File: src/rtl/fifo_wr_arbiter.sv
// fifo_wr_arbiter: round-robin arbiter sharing one FIFO write port among NUM_REQ producers,
// granting bursts of up to MAX_BURST words and stalling on full.
module fifo_wr_arbiter #(
    parameter int NUM_REQ    = 4,
    parameter int DATA_WIDTH = 32,
    parameter int MAX_BURST  = 4
) (
    input  logic                          clk,
    input  logic                          reset,
    input  logic [NUM_REQ-1:0]            req,
    input  logic [NUM_REQ*DATA_WIDTH-1:0] req_data,
    input  logic [NUM_REQ-1:0]            req_last,
    output logic [NUM_REQ-1:0]            ack,
    output logic                          Wr_enable,
    output logic [DATA_WIDTH-1:0]         data_in,
    input  logic                          full,
    output logic                          grant_valid,
    output logic [$clog2(NUM_REQ)-1:0]    grant_id
);
    localparam int IW = $clog2(NUM_REQ);
    localparam int BW = $clog2(MAX_BURST + 1);

    typedef enum logic {IDLE, GRANT} state_t;

    state_t        state, state_n;
    logic [IW-1:0] last_grant, last_grant_n, grant_id_n, winner, cand;
    logic [BW-1:0] burst_cnt, burst_cnt_n;
    logic          write, rel;

    // Scan from farthest to nearest so the first requester after last_grant wins
    always_comb begin
        winner = last_grant;
        cand   = '0;
        for (int k = NUM_REQ; k >= 1; k--) begin
            cand = IW'((int'(last_grant) + k) % NUM_REQ);
            if (req[cand]) winner = cand;
        end
    end

    assign write       = state == GRANT && req[grant_id] && !full && !reset;
    assign Wr_enable   = write;
    assign ack         = write ? NUM_REQ'(1) << grant_id : '0;
    assign data_in     = state == GRANT ? req_data[int'(grant_id)*DATA_WIDTH +: DATA_WIDTH] : '0;
    assign grant_valid = state == GRANT;
    assign rel         = state == GRANT && (!req[grant_id] ||
                         (write && (req_last[grant_id] || burst_cnt == BW'(MAX_BURST - 1))));

    always_comb begin
        state_n      = state;
        grant_id_n   = grant_id;
        last_grant_n = last_grant;
        burst_cnt_n  = burst_cnt;
        if (write) burst_cnt_n = burst_cnt + BW'(1);
        if (rel) begin
            state_n      = IDLE;
            grant_id_n   = '0;
            last_grant_n = grant_id;
        end
        if (state == IDLE && |req) begin
            state_n     = GRANT;
            grant_id_n  = winner;
            burst_cnt_n = '0;
        end
    end

    always_ff @(posedge clk) begin
        if (reset) begin
            state      <= IDLE;
            grant_id   <= '0;
            last_grant <= IW'(NUM_REQ - 1);
            burst_cnt  <= '0;
        end else begin
            state      <= state_n;
            grant_id   <= grant_id_n;
            last_grant <= last_grant_n;
            burst_cnt  <= burst_cnt_n;
        end
    end
endmodule
File: config.mk
export PLATFORM = sky130hd
export DESIGN_NAME = fifo_wr_arbiter
export DESIGN_NICKNAME = d
export VERILOG_FILES = /design/src/rtl/fifo_wr_arbiter.sv
export SDC_FILE = /design/constraint.sdc
export NUM_CORES = 1
export LEC_CHECK = 0
export ABC_AREA = 1
export CAP_MARGIN = 25
export CORE_ASPECT_RATIO = 1.75
export CORE_MARGIN = 8
export CORE_UTILIZATION = 30
export DETAILED_ROUTE_END_ITERATION = 16
export HOLD_SLACK_MARGIN = 0.03
export MAX_ROUTING_LAYER = met4
export PLACE_DENSITY = 0.83
export RECOVER_POWER = 25
export SYNTH_ARGS = -nofsm -noshare
export SYNTH_HDL_FRONTEND = slang
export SYNTH_SLANG_ARGS = --single-unit
File: constraint.sdc
create_clock -name clk -period 1.4 [get_ports clk]
set_input_delay 0.28 -clock clk [delete_from_list [all_inputs] [get_ports clk]]
set_output_delay 0.28 -clock clk [all_outputs]
set_load 0.02 [all_outputs]
==> results <==
[cell type report]
class	instances	area, um^2	share of cell area [%]
timing repair buffer	238	2529	48.19
sequential	8	168.9	3.219
inverter	16	80.08	1.526
clock buffer	4	45.04	0.8584
tap	78	97.59	1.860
multi-input combinational	255	2327	44.35
[cell families (layout without fill, tap and decap cells)]
logic type	Yosys count	in the layout
adders and majority gates	2	2
buffers and inverters	49	258
DFF	8	8
AOI/OAI and AO/OA	41	41
and+or+nand+nor	212	212
[how the worst max path moves through the flow]
stage / from / end / slack, ns / cells past startpoint
finish: grant_id[1]$_SDFFE_PP0P_ / data_in[19] / -0.50 / 4
global route: grant_id[1]$_SDFFE_PP0P_ / data_in[19] / -0.52 / 4
floorplan: grant_valid$_SDFFE_PP0P_ / data_in[24] / -0.07 / 3
global placement: reset / ack[1] / -0.82 / 7
detailed placement: reset / ack[0] / -0.87 / 7
CTS: grant_id[1]$_SDFFE_PP0P_ / ack[0] / -0.34 / 8
[metal layers]
layer | vias up | GRT usage, %
met1 | 1813 | 28.42
met3 | 109 | 6.826
met2 | 295 | 53.39
met4 | 0 | 24.83
li1 | 1575 | -
met5 | - | -
[metrics by stage]
stage	setup TNS, ns	cell area (um^2)	std cells
floorplan	-1.945	2485	312
global placement	-24.58	4532	577
detailed placement	-25.65	4532	577
CTS	-10.77	5019	589
global route	-16.71	5248	599
finish	-14.78	5248	599
[timing repair]
| action | 4_1_cts | 5_1_grt |
|---|---|---|
| buffers inserted | 6 | 8 |
| gates resized for setup | 298 | 28 |
| cloned | 2 | 2 |
| setup endpoints to repair | 48 | 47 |
| pin swaps | 18 | 9 |
[power by group through the flow]
stage / Combinational [W] / Clock [W] / Sequential, W
global route: 0.00777 / 0.000336 / 0.000488
detailed placement: 0.00583 / 0 / 0.000425
finish: 0.00751 / 0.000325 / 0.000480
global placement: 0.00571 / 0 / 0.000425
floorplan: 0.00372 / 0 / 0.000406
CTS: 0.00666 / 0.000303 / 0.000456
[placed cells by master, fill, tap and decap left out, types with 2 or more instances in the layout]
cell,synthesis,layout
dfxtp_1,8,5
nor2_2,3,5
a41oi_4,0,23
a21oi_2,0,3
nand2_1,52,39
nand2_4,1,4
inv_1,8,8
buf_12,0,14
clkdlybuf4s50_1,0,137
buf_6,1,38
a21oi_1,8,5
clkbuf_16,0,2
nor2_1,12,4
a41oi_2,0,9
ha_1,2,2
nand3_4,0,2
inv_2,6,5
clkbuf_8,0,3
dfxtp_4,0,2
nand3_1,141,73
nor2_4,0,6
buf_16,0,2
nand3_2,1,67
nand2_2,1,10
buf_4,4,43
[flip-flops by register name, summed over array words and instances, names as in the netlist]
name,count
grant_id,2
burst_cnt,3
last_grant,2
grant_valid,1
[worst reg2reg max path, cell delays in order (launching register included)]
cell and delay, ns:
dfxtp_4 0.43, clkinv_8 0.14, buf_12 0.18, buf_6 0.12
nand2_2 0.05, nand2_2 0.06, nand2_2 0.07, nand3_2 0.10
nand2_4 0.12, nand2_4 0.06, nand2_1 0.11, nand3_1 0.12
==> impl_metrics.tcl <==
set metrics [dict create \
    synth_compound_area_share_pct 18.71 \
    port_buffers 178 \
    die_span_in_y_um 116.9 \
    timing.final.max_slew_violations 0 \
    hp-class "reg2reg" \
    synth_sequential_area_ratio_pct 9.176 \
    final_period_minus_worst_setup_slack_ns 1.896 \
    dr.first_iter.drc_count 452 \
    total_leakage_power_nw 1.904 \
    net_count_after_synthesis 453 \
    synth_top_cells_by_area "nand3_1 40%, a41oi_1 16%, nand2_1 11%" \
    min_to "burst_cnt[1]$_SDFFE_PP0P_" \
    finish.net_count 663 \
    netSwitchingPower_w 0.004426 \
    p_int_w 0.003889 \
    crit_family "flip-flops" \
    synth.mux.area_fraction_pct 0 \
    die-area_um2 8611 \
    drc 0 \
    worst_path_largest_cell_delay_ns 0.43 \
    hold_viol 0 \
    dominantRegCellSynth "dfxtp_1" \
    synth_top_family_by_area "simple AND/OR/NAND/NOR gates" \
    worstHoldPathCells 2 \
    syn-instance-count 312 \
    routabilityCongestion 0.8837 \
    worst_setup_hold_path_clk_slew_ns 0.06 \
    yosysWarningCount 0 \
    antenna_found_initial 0 \
    ctsHoldBuffers 0 \
    hold_path_startpoint "burst_cnt[1]$_SDFFE_PP0P_" \
    r2r_start "grant_id[0]$_SDFFE_PP0P_" \
    wl_met3_um 1316 \
    tritoncts.num_buffers 3 \
    cell_rows 37 \
    drive_gt1_share_pct 46.45 \
    failed_checks "negative setup slack" \
    synth_area_per_cell_um2 5.594 \
    power_density_nw_per_um2 1585 \
    crit_slowest_cell "dfxtp_4" \
    finalPower_w 0.008315 \
    layout.filler_cells 257 \
    first_pass_grt_wire_length_um 19950 \
    yosys.cell_count.top_type "nand3_1" \
    dp.final_hpwl_um 9023 \
    seq_power_share_pct 5.8 \
    async_flop_share_pct 0 \
    post_synth_fa_ha_maj_area_fraction_pct 1.434 \
    rsz0062_at_grt "true" \
    pre_cts_ws_ns -0.8659 \
    clock_insertion_delay_worst_skew_ns 0.25 \
    die_w_um 73.66 \
    pwr-share-comb_pct 90.3 \
    ff2ff_setup_slack_ns -0.30 \
    final_critical_path_share_of_the_clock_period_pct 135.5 \
    start_util_pct 30.41 \
    critical_path.n_buffers_inverters 2 \
    totalWireLength_um 16370 \
    clockRootBuffer "clkbuf_8" \
    start_kind "flip-flop" \
    yosys.cell_types.count 21 \
    grt_pass1_vias 3830 \
    core_area_um2 5741 \
    area_growth_syn_to_layout_pct 200.6 \
    criticalPathCategory "reg2out" \
    timing.hold.ws_ns 0.4943 \
    power_switching_share_pct 53.23 \
    worst_pin_slew_ns 0.3579 \
    route.detailed.vias_per_inst 6.331 \
    worst_slack_ns -0.4964 \
    clockPowerShare_pct 3.9 \
    post-synth-top-area-fraction_pct 40.43 \
    cts_buffer_depth 2 \
    synth_edf_count 0 \
    critical_path.endpoint_type "output port" \
    synth-simple-area-share_pct 57.20 \
    worst_ir_drop_vdd_v 0.001428 \
    route.top_layer_used "met4" \
    mappedNetlistArea_um2 1745 \
    slew-limit-headroom_pct 76.11 \
    worstPathCellList "buf_12 > nand3_1 > a41oi_4 > buf_6" \
    synth_xor_xnor_area_share_pct 0 \
    setup_violations 46 \
    drt-met1-wl_um 5349 \
    ioPinCount 179 \
    run_status "finished, violations left" \
    worst_r2r_endpoint "last_grant[0]$_SDFFE_PP1P_" \
    overall_routing_resource_usage_pct 30.92 \
    yosysTopAreaCell "nand3_1" \
    tritoncts "done" \
    vias 3792 \
    critPathMaxFanout 27 \
    globalRoute.totalOverflow 0 \
    maxCapViolCount 0 \
    final.setup_skew_ns 0.01127 \
    detailroute.wirelength.met2_um 8297 \
    cts-htree-levels 1 \
    reg2reg_depth 11 \
    antenna_left 0 \
    layout.core_utilization_pct 91.41 \
    critPathRequiredTime_ns 1.12 \
    numClockSinks 8 \
    ys_top_cells_by_count "141 x nand3_1, 52 x nand2_1, 32 x a41oi_1" \
    critical_path_arrival_ns 1.62 \
    firstDrtPassIters 5 \
    antenna-diode-count 0 \
    grt_start_max_net_pins 37 \
    avgRoutedWirePerCell_um 27.33 \
    max_clock_freq_mhz 527.3 \
    ys_seq_elements 8 \
]
(Power assumes the default switching activity.)
